## src/rtl/arf_tap_sequencer_pkg.sv

```systemverilog
`default_nettype none
// ============================================================================
//  Module      : arf_tap_sequencer_pkg
//  Description : Shared types and constants for the ARF tap sequencer:
//                FSM state encoding, datapath widths, saturation limits and
//                the signed-overflow clamp helper.
//  Revision    : 1.0  initial release
// ============================================================================
package arf_tap_sequencer_pkg;

    localparam int c_data_w  = 32;  // sample / accumulator / operand width
    localparam int c_coef_w  = 16;  // coefficient width
    localparam int c_slice_w = 16;  // sample bits consumed by the multiplier

    localparam logic [c_data_w-1:0] c_sat_max = 32'h7FFF_FFFF;
    localparam logic [c_data_w-1:0] c_sat_min = 32'h8000_0000;

    typedef enum logic [1:0] {
        ST_IDLE = 2'd0,
        ST_MUL  = 2'd1,
        ST_ACC  = 2'd2,
        ST_DONE = 2'd3
    } state_t;

    // Clamp a two's-complement sum: overflow happened when both operands
    // share a sign and the sum carries the other one.
    function automatic logic [c_data_w-1:0] sat_sum(
        input logic [c_data_w-1:0] a,
        input logic [c_data_w-1:0] b,
        input logic [c_data_w-1:0] sum
    );
        if ((a[c_data_w-1] == b[c_data_w-1]) && (sum[c_data_w-1] != a[c_data_w-1]))
            return a[c_data_w-1] ? c_sat_min : c_sat_max;
        else
            return sum;
    endfunction

endpackage
`default_nettype wire

```

## src/rtl/arf_coef_bank.sv

```systemverilog
`default_nettype none
// ============================================================================
//  Module      : arf_coef_bank
//  Description : TAPS x 16-bit coefficient register file. One synchronous
//                write port (caller gates it to IDLE), one combinational
//                read port indexed by the current tap.
//  Ports       : clk, rst       clock / synchronous active-high reset
//                i_we           write strobe (already state-qualified)
//                i_waddr        write tap index; indices >= TAPS ignored
//                i_wdata        write coefficient
//                i_raddr        read tap index
//                o_rdata        coefficient at i_raddr (0 if out of range)
//  Revision    : 1.0  initial release
// ============================================================================
module arf_coef_bank
    import arf_tap_sequencer_pkg::*;
#(
    parameter int TAPS = 8,
    parameter int CW   = 3
) (
    input  logic                clk,
    input  logic                rst,
    input  logic                i_we,
    input  logic [CW-1:0]       i_waddr,
    input  logic [c_coef_w-1:0] i_wdata,
    input  logic [CW-1:0]       i_raddr,
    output logic [c_coef_w-1:0] o_rdata
);

    logic [c_coef_w-1:0] r_coef [TAPS];

    always_ff @(posedge clk) begin
        if (rst) begin
            for (int i = 0; i < TAPS; i++) r_coef[i] <= '0;
        end else if (i_we && (int'(i_waddr) < TAPS)) begin
            r_coef[i_waddr] <= i_wdata;
        end
    end

    always_comb begin
        o_rdata = '0;
        if (int'(i_raddr) < TAPS) o_rdata = r_coef[i_raddr];
    end

endmodule
`default_nettype wire

```

## src/rtl/arf_tap_sequencer.sv

```systemverilog
`default_nettype none
// ============================================================================
//  Module      : arf_tap_sequencer
//  Description : Time-multiplexed sequencer for the ARF datapath. Keeps a
//                TAPS-deep sample delay line and a coefficient bank, and
//                computes y = sum(coef[i]*x[i]) by issuing operands to one
//                external multiplier and one external adder (both
//                combinational), two cycles per tap.
//  Config      : ARF_SAT_EN - when defined, the accumulator saturates on
//                signed overflow instead of wrapping.
//  Ports       : clk, rst                 clock / sync active-high reset
//                in_valid/in_ready/in_data  sample handshake (32-bit signed)
//                coef_we/coef_addr/coef_data coefficient write (IDLE only)
//                mul_in_0/mul_in_1/mul_out  multiplier wrapper interface
//                add_in_0/add_in_1/add_out  adder wrapper interface
//                out_valid/out_ready/out_data result handshake
//  Revision    : 1.0  initial release
// ============================================================================
module arf_tap_sequencer
    import arf_tap_sequencer_pkg::*;
#(
    parameter int TAPS = 8,
    parameter int CW   = 3
) (
    input  logic                clk,
    input  logic                rst,
    input  logic                in_valid,
    output logic                in_ready,
    input  logic [c_data_w-1:0] in_data,
    input  logic                coef_we,
    input  logic [CW-1:0]       coef_addr,
    input  logic [c_coef_w-1:0] coef_data,
    output logic [c_data_w-1:0] mul_in_0,
    output logic [c_data_w-1:0] mul_in_1,
    input  logic [c_data_w-1:0] mul_out,
    output logic [c_data_w-1:0] add_in_0,
    output logic [c_data_w-1:0] add_in_1,
    input  logic [c_data_w-1:0] add_out,
    output logic                out_valid,
    input  logic                out_ready,
    output logic [c_data_w-1:0] out_data
);

    localparam logic [CW-1:0] c_last_tap = CW'(TAPS - 1);

    state_t              r_state;
    state_t              w_next_state;
    logic [c_data_w-1:0] r_x [TAPS];
    logic [c_data_w-1:0] r_acc;
    logic [c_data_w-1:0] r_prod;
    logic [CW-1:0]       r_tap;
    logic [c_coef_w-1:0] w_coef;
    logic [c_data_w-1:0] w_acc_next;
    logic                w_coef_we;

    // Coefficients may only change while no computation is in flight.
    assign w_coef_we = coef_we && (r_state == ST_IDLE);

    arf_coef_bank #(
        .TAPS (TAPS),
        .CW   (CW)
    ) u_coef_bank (
        .clk     (clk),
        .rst     (rst),
        .i_we    (w_coef_we),
        .i_waddr (coef_addr),
        .i_wdata (coef_data),
        .i_raddr (r_tap),
        .o_rdata (w_coef)
    );

`ifdef ARF_SAT_EN
    assign w_acc_next = sat_sum(r_acc, r_prod, add_out);
`else
    assign w_acc_next = add_out;
`endif

    always_ff @(posedge clk) begin
        if (rst) begin
            r_state <= ST_IDLE;
            for (int i = 0; i < TAPS; i++) r_x[i] <= '0;
            r_acc  <= '0;
            r_prod <= '0;
            r_tap  <= '0;
        end else begin
            r_state <= w_next_state;
            case (r_state)
                ST_IDLE: begin
                    if (in_valid) begin
                        r_x[0] <= in_data;
                        for (int i = 1; i < TAPS; i++) r_x[i] <= r_x[i-1];
                        r_acc <= '0;
                        r_tap <= '0;
                    end
                end
                ST_MUL: r_prod <= mul_out;
                ST_ACC: begin
                    r_acc <= w_acc_next;
                    if (r_tap != c_last_tap) r_tap <= r_tap + 1'b1;
                end
                default: ;
            endcase
        end
    end

    // Outputs decode only registered state, so out_valid/out_data are
    // glitch-free and hold steady while DONE waits on out_ready.
    always_comb begin
        w_next_state = r_state;
        in_ready     = 1'b0;
        out_valid    = 1'b0;
        out_data     = '0;
        mul_in_0     = '0;
        mul_in_1     = '0;
        add_in_0     = '0;
        add_in_1     = '0;
        case (r_state)
            ST_IDLE: begin
                in_ready = 1'b1;
                if (in_valid) w_next_state = ST_MUL;
            end
            ST_MUL: begin
                mul_in_0     = r_x[r_tap];
                mul_in_1     = {{(c_data_w-c_coef_w){w_coef[c_coef_w-1]}}, w_coef};
                w_next_state = ST_ACC;
            end
            ST_ACC: begin
                add_in_0     = r_acc;
                add_in_1     = r_prod;
                w_next_state = (r_tap == c_last_tap) ? ST_DONE : ST_MUL;
            end
            ST_DONE: begin
                out_valid = 1'b1;
                out_data  = r_acc;
                if (out_ready) w_next_state = ST_IDLE;
            end
            default: w_next_state = ST_IDLE;
        endcase
    end

endmodule
`default_nettype wire

```

## config.mk

```make
export PLATFORM = sky130hd
export DESIGN_NAME = arf_tap_sequencer
export DESIGN_NICKNAME = d
export VERILOG_FILES = /design/src/rtl/arf_tap_sequencer_pkg.sv /design/src/rtl/arf_coef_bank.sv /design/src/rtl/arf_tap_sequencer.sv
export SDC_FILE = /design/constraint.sdc
export NUM_CORES = 1
export LEC_CHECK = 0
export BUFFER_PORTS_ARGS = -buffer_cell sky130_fd_sc_hd__buf_2
export CORE_MARGIN = 2
export CORE_UTILIZATION = 45
export CTS_CLUSTER_DIAMETER = 150
export DETAILED_ROUTE_END_ITERATION = 6
export PLACE_DENSITY = 0.67
export SYNTH_ARGS = -nofsm -noshare
export SYNTH_HDL_FRONTEND = slang
export SYNTH_SLANG_ARGS = --single-unit
```

## constraint.sdc

```tcl
create_clock -name clk -period 7.5 [get_ports clk]
set_input_delay 1.5 -clock clk [delete_from_list [all_inputs] [get_ports clk]]
set_output_delay 1.5 -clock clk [all_outputs]
set_load 0.02 [all_outputs]
```

==> Word-level counts from Yosys, hierarchy flattened <==
Memories as Yosys holds them, arrays and structs flattened. A register that Yosys moved wholly into a read port is not among the register bits.
Cells that the tools add are included.
{ "totals": {"reg_bits": 69, "ramBits": 384, "in_bits": 120, "output_inout_bits": 162, "word_cells": 70, "mem_count": 2} }
{ "classes": {"n_addsub": 1, "n_eq_ne": 8, "muxes": 40, "bitwise": 8, "reduce_logical": 7} }
{ "mem_list": {"columns": ["memory", "depth", "width", "read_ports", "rd_ports_with_merged_regs", "write_ports", "line", "source"], "rows": [
  ["r_x", 8, 32, 8, 1, 8, "arf_tap_sequencer.sv:48", "logic [c_data_w-1:0] r_x [TAPS];"],
  ["u_coef_bank.r_coef", 8, 16, 1, 1, 8, "arf_coef_bank.sv:30", "logic [c_coef_w-1:0] r_coef [TAPS];"]
]} }
{ "op_table": {"columns": ["cell", "n"], "rows": [
  ["two-way mux 32 bit", 14],
  ["case mux 32 bit (2 select lines)", 1],
  ["two-way mux 3 bit", 7],
  ["two-way mux 16 bit", 1],
  ["OR reduction 16 bit", 1],
  ["two-way mux 1 bit", 12],
  ["OR 1 bit", 8],
  ["case mux 2 bit (4 select lines)", 1],
  ["two-way mux 2 bit", 3],
  ["inequality test 2 bit, second input constant", 3],
  ["case mux 3 bit (2 select lines)", 1],
  ["equality test 2 bit, second input constant", 2],
  ["AND reduction 2 bit", 2],
  ["adder 3 x 1 -> 3 bit, second input constant", 1],
  ["equality test 3 bit, second input constant", 1],
  ["inequality test 3 bit, second input constant", 1],
  ["AND reduction 3 bit", 1],
  ["equality test 2 x 1 -> 1 bit, second input constant", 1],
  ["logical NOT 2 bit", 1],
  ["nonzero test 2 bit", 1],
  ["logical AND 1 bit", 1]
]} }

==> Depth between registers and ports, before layout <==
Gate-level depths: netlist of the first run.
{ "logic_depth": {"word_depth": 7, "mapped_depth": 6, "ltp_nobuf": 5} }

==> By module <==
A second synthesis of the first run with hierarchy kept.
{ "unflattened": {"hier_cells": 1635, "hier_area_um2": 21028.9} }
{ "by_module_without_submodules": {"columns": ["module", "instances", "cells_each", "area_each_um2", "seq_area_each_um2"], "rows": [
  ["arf_tap_sequencer", 1, 1262, 15189.6, 9128.8],
  ["arf_coef_bank", 1, 373, 5839.4, 3843.7]
]} }

==> Worst setup path after synthesis of the first run <==
OpenSTA, ideal clock, no wires.
{ "synth_path": {"path_type": "input to register", "startpoint": "input rst", "endpoint": "memory r_x[0][0] (enable)", "setup_ns": 0.617, "t_arrival_ns": 6.861, "t_required_ns": 6.883, "setup_slack_ns": 0.022, "path_stages": 2, "path_buffers": 1, "path_cell_list": "clkbuf_1 > a21o_1"} }
{ "synth_rtl": {"columns": ["item", "line", "source"], "rows": [
  ["start, declared", "arf_tap_sequencer.sv:26", "input logic rst,"],
  ["end, declared", "arf_tap_sequencer.sv:48", null]
]} }

==> impl_metrics.yaml, run 1 <==
outcome:
  status: "finished clean"
grt:
  grt_pass1_vias: 12600
  grt_first_pass_wirelength_mm: 71.7
  grt_usage: 0.191
  antenna_found_initial: 1
  grt_max_degree: 133
  overflow: 0
synth:
  postSynthCellCount: 1628
  syn_area_sq_um: 20800
  postSynth.asyncResetShare: 0
  avgSynthCellArea_sq_um: 12.8
  yosys-top-cells-count: "and2_1 (388), edfxtp_1 (384), mux2_2 (192), o22ai_1 (96), clkbuf_1 (89)"
  synth_fp_nets: 1750
  ys.flop_type: "edfxtp_1"
  ys_ff_latch: 456
  netlist.area_leader.share: 0.554
  synth_edf_count: 384
  yosysUniqueCellTypes: 29
  synth-seq-area-share: 0.623
  yosys-top-cells-area: "edfxtp_1 (55%), and2_1 (12%), mux2_2 (10%)"
  yosysMostFrequentCell: "and2_1"
  synth_top_cell_by_area: "edfxtp_1"
  ys_warn_count: 0
worst_setup_path:
  crit_chain: "buf_12, mux2_2, o22ai_1, nor3_1, buf_2"
  critPathBufInv: 2
  crit_family: "flip-flops"
  path_class: "flip-flop to output port"
  crit_path_start_kind: "flip-flop"
  max_stage_delay_ns: 0.90
  slowest_stage: "dfxtp_4"
  rr_startpoint: "r_state[0]$_SDFFE_PP0P_"
  cp.arrival_ns: 3.21
  endpoint_kind: "output port"
  cp_max_fo: 132
  worst_ep_required_time_ns: 6.00
sta:
  maxSlewHeadroom: 0.179
  hold_viol: 0
  period_minus_slack_ns: 4.71
  setup_viol: 0
  clock.fmax_ghz: 0.212
  post-route-period-util: 0.628
  maxSlewViolCount: 0
  fin_tns_setup_ns: 0
  worstMarginPinSlew_ns: 1.23
  clock_skew_ns: 0.0209
  rsz0062_at_grt: "no"
clock_tree:
  cts.hold.buffers_added: 0
  root_buffer: "clkbuf_16"
  postCtsSetupRepairBufs: 0
  cts_tree: "yes"
  cts_sinks: 456
  cts_resized: 0
  h-tree-depth: 2
  clk_latency_ns: 0.59
  cts_made_buffers: 49
  cts_buffer_depth: 3
  clk_pin_slew_ns: 0.06
power:
  powerDensity_nw_per_um2: 237
  p_clk_frac: 0.403
  power_leakage_uw: 0.00969
  internal-power_uw: 4390
  p_comb_frac: 0.071
  p_sw_uw: 1290
  p_seq_frac: 0.526
  netSwitchingFraction: 0.228
  vdd_ir_drop_max_uv: 129
worst_hold_path:
  hold_start: "r_prod[9]$_SDFFE_PP0N_"
  hold_class: "flip-flop to flip-flop"
detailed_routing:
  dr.pass1.iters: 4
  drc: 0
  via_per_inst: 5.25
  dr.first_iter.drc_count: 938
  drtAntennaViolNets: 0
  wl_mm: 46.2
  vias: 13000
  wl_per_cell_microns: 18.7
job:
  cap_violations: 0
layout:
  finish.utilization: 0.527
  final_layout_size_suffix_gt1_frac: 0.311
  final_cells: 2473
  area_growth_pct: 15.4
  nNetsFinal: 1960
  nFillCells: 3860
  final_area_sq_um: 24000
  insertedDiodeCount: 0
floorplanning:
  die_h_microns: 219
  start_util: 0.457
  die_width_microns: 219
  ioPinCount: 282
  core_area_sq_um: 45600
  rows: 78
  dieArea_sq_um: 48000
placed_design:
  place_inst: 2387
  post_dp_cell_area_sq_um: 22500
  port_buffers: 281
  gp_congestion: 0.790
  dp.final_hpwl_mm: 27.6
power groups by stage:
stage / clock [uW] / combinational [uW] / sequential, uW
after floorplan: 0 / 284 / 3030
after global placement: 0 / 402 / 3040
after detailed placement: 0 / 412 / 3040
after CTS: 2350 / 413 / 2990
after global routing: 2440 / 449 / 3010
final: 2290 / 407 / 2990
registers in the layout (all words and copies together), names as in the netlist, named ones only:
signal / cells
r_tap: 3
r_acc: 32
u_coef_bank.r_coef: 128
r_state: 2
r_prod: 32
r_x: 256
area by class of cell:
cell class	count	area (sq um)	area share
clock buffer	63	1320	0.0549
timing repair buffer	297	1550	0.0647
multi-input combinational	1033	7250	0.302
clock inverter	23	176	0.00734
sequential	456	13000	0.540
inverter	1	3.75	0.000156
tap	600	751	0.0312
kinds of logic after synthesis:
logic type | share of synthesized area
AO/OA/AOI/OAI | 0.0515
adder cells (fa/ha/maj) | 0.00120
buffers and inverters | 0.0312
flip-flops | 0.623
multiplexers | 0.104
AND/OR/NAND/NOR | 0.189
path summary, 6_finish.rpt:
kind                                                 end  slack, ns  depth (start not counted)
hold / removal                    r_prod[9]$_SDFFE_PP0N_       0.45                          2
setup / recovery                            mul_in_0[17]       2.79                          5
setup reg to reg  u_coef_bank.r_coef[1][1]$_SDFFCE_PN0P_       4.48                          4
hold reg to reg                   r_prod[9]$_SDFFE_PP0N_       0.45                          2
worst reg2reg max path: stages (launching register included):
cell	delay, ns
dfxtp_1	0.33
buf_4	0.27
or4b_1	0.90
nor4_4	0.68
or2_2	0.50
metrics by stage:
step	worst slack [ns]	total power, uW	hold WS (ns)
5_1_grt	2.59	5890	0.466
3_3_place_gp	3.31	3440	0.438
6_report	2.79	5690	0.449
2_1_floorplan	0.0223	3320	0.432
3_5_place_dp	3.22	3450	0.444
4_1_cts	2.71	5760	0.452
per-layer routing:
metal  global-route usage  wire length, microns
met5                    0                    10
met1                0.258                 21100
met3               0.0286                  1840
met2                0.314                 22100
met4               0.0660                  1170
layout by cell type, fill, tap and decap left out, types with 6 or more instances in the layout:
cell type | synthesis | routed
nor2_1 | 34 | 34
dfxtp_1 | 72 | 71
edfxtp_1 | 384 | 384
nor2b_1 | 66 | 64
o22ai_1 | 96 | 96
nor3_4 | 6 | 6
nor3_1 | 49 | 48
buf_4 | 22 | 15
clkinv_2 | 0 | 8
buf_2 | 18 | 280
and2_1 | 388 | 388
mux2_2 | 192 | 192
or2_2 | 9 | 9
clkinv_1 | 0 | 9
clkbuf_1 | 89 | 11
clkbuf_16 | 0 | 50
and3_1 | 32 | 32
a22oi_1 | 33 | 33
nand2_1 | 70 | 69
a21oi_1 | 39 | 39
No activity file was read; power rests on OpenSTA's default activity.
==> run 2, diff against run 1 <==
- PLACE_DENSITY: 0.67 -> default
- clock period: 7.5 -> 4.45 ns (I/O delays scaled with it)
==> run 2 against run 1 <==
Hold slack is essentially flat. Combinational power up 76%. Design area is 0.76% higher. Final cell count increased by 0.49%. Via count up 1.2%. Clock-buffer cell count up 5. Critical path type unchanged.
==> impl_metrics.yaml, run 2 (synthesized netlist as in run 1, its figures left out) <==
detailed_routing:
  via_per_inst: 5.29
  dr.pass1.iters: 4
  wl_mm: 49.4
  drtAntennaViolNets: 0
  vias: 13100
  dr.first_iter.drc_count: 994
  wl_per_cell_microns: 19.9
  drc: 0
worst_hold_path:
  hold_start: "r_prod[9]$_SDFFE_PP0N_"
  hold_class: "flip-flop to flip-flop"
  hold_end: "r_prod[9]$_SDFFE_PP0N_"
  min_path_cells: 2
placed_design:
  gp_congestion: 0.860
  port_buffers: 281
  dp.final_hpwl_mm: 30.2
  place_inst: 2402
floorplanning:
  rows: 78
  ioPinCount: 282
  core_area_sq_um: 45600
  die_width_microns: 219
  dieArea_sq_um: 48000
  die_h_microns: 219
  start_util: 0.457
worst_setup_path:
  rr_startpoint: "r_state[1]$_SDFFE_PP0P_"
  cp_max_fo: 40
  crit_path_start_kind: "flip-flop"
  r2r_end: "u_coef_bank.r_coef[4][12]$_SDFFCE_PN0P_"
  cp.arrival_ns: 2.77
  max_stage_delay_ns: 0.74
  reg2regPathDepth: 4
  crit_family: "flip-flops"
  slowest_stage: "dfxtp_4"
  path_class: "flip-flop to output port"
  rrSetupSlack_ns: 1.53
  crit_chain: "buf_12, mux2_2, o22ai_1, nor3_2, buf_4, buf_2"
  worst_ep_required_time_ns: 3.56
  critPathBufInv: 3
  endpoint_kind: "output port"
sta:
  maxSlewViolCount: 0
  period_minus_slack_ns: 3.66
  hold_viol: 0
  setup_viol: 0
  post-route-period-util: 0.823
  worstMarginPinSlew_ns: 1.18
  maxSlewHeadroom: 0.209
  clock.fmax_ghz: 0.273
  rsz0062_at_grt: "no"
  fin_tns_setup_ns: 0
  clock_skew_ns: 0.0187
layout:
  area_growth_pct: 16.3
  top_register: "r_x"
  reg_top3: "r_x (256), u_coef_bank.r_coef (128)"
  largest_reg_flops: 256
  nNetsFinal: 1976
  final_cells: 2485
  insertedDiodeCount: 0
  layout_commonest_cell: "and2_1"
  layout_common_cells: "and2_1 (388), edfxtp_1 (384), buf_2 (280), mux2_2 (192), o22ai_1 (96)"
  nFillCells: 3939
  final_layout_size_suffix_gt1_frac: 0.315
clock_tree:
  cts_buffer_depth: 3
  clk_latency_ns: 0.59
  cts_made_buffers: 50
  root_buffer: "clkbuf_16"
  clk_pin_slew_ns: 0.06
  cts_tree: "yes"
  cts_sinks: 456
  h-tree-depth: 2
  postCtsSetupRepairBufs: 0
  cts.hold.buffers_added: 0
  cts_resized: 0
power:
  p_total_uw: 9520
  vdd_ir_drop_max_uv: 264
  powerDensity_nw_per_um2: 393
  power_leakage_uw: 0.00979
grt:
  overflow: 0
  grt_max_degree: 193
  grt_pass1_vias: 12800
  grt_usage: 0.205
  grt_first_pass_wirelength_mm: 75.3
  antenna_found_initial: 0
job:
  cap_violations: 0
outcome:
  status: "finished clean"
==> run 2: stage by stage <==
| stage | util | instance area (sq um) | setup WS, ns | hold slack, ns |
|---|---|---|---|---|
| floorplan | - | 20800 | 0.915 | 0.432 |
| global placement | 0.500 | 22800 | 1.19 | 0.438 |
| detailed placement | 0.500 | 22800 | 1.12 | 0.442 |
| CTS | 0.531 | 24200 | 0.720 | 0.450 |
| global route | 0.531 | 24200 | 0.666 | 0.466 |
| finish | 0.531 | 24200 | 0.790 | 0.449 |
==> run 2: cell type report <==
cell class,count,area [sq um],share of cell area
clock buffers,68,1360,0.0562
clock inverters,15,81.3,0.00336
inverters,1,3.75,0.000155
multi-input cells,1033,7250,0.299
flip-flops and latches,456,13000,0.536
well taps,600,751,0.0310
repair buffers,312,1790,0.0740
==> run 2: worst max-delay path by stage <==
stage,slack (ns),depth (start not counted),startpoint,to
2_1_floorplan,0.91,6,flip-flop,mul_in_1[16]
3_3_place_gp,1.19,4,rst,u_coef_bank.r_coef[4][10]$_SDFFCE_PN0P_
3_5_place_dp,1.12,4,rst,u_coef_bank.r_coef[4][10]$_SDFFCE_PN0P_
4_1_cts,0.72,6,flip-flop,mul_in_1[29]
5_1_grt,0.67,6,flip-flop,mul_in_1[18]
6_report,0.79,6,flip-flop,mul_in_1[23]
==> run 2: worst register-to-register path, stage by stage (launching register included) <==
cell     delay [ns]
dfxtp_1        0.31
buf_4          0.24
or4b_1         1.00
nor3_4         0.61
or2_2          0.45
==> run 2: power by group <==
part           total (uW)  switching, uW  internal, uW
clock                3760           1650          2120
sequential           5040            113          4930
combinational         717            433           284
==> run 2: routing by layer <==
metal  share of wire  GRT usage
met1            0.47      0.293
met2            0.46      0.320
met3           0.049     0.0323
met4           0.022     0.0633
met5               0          0
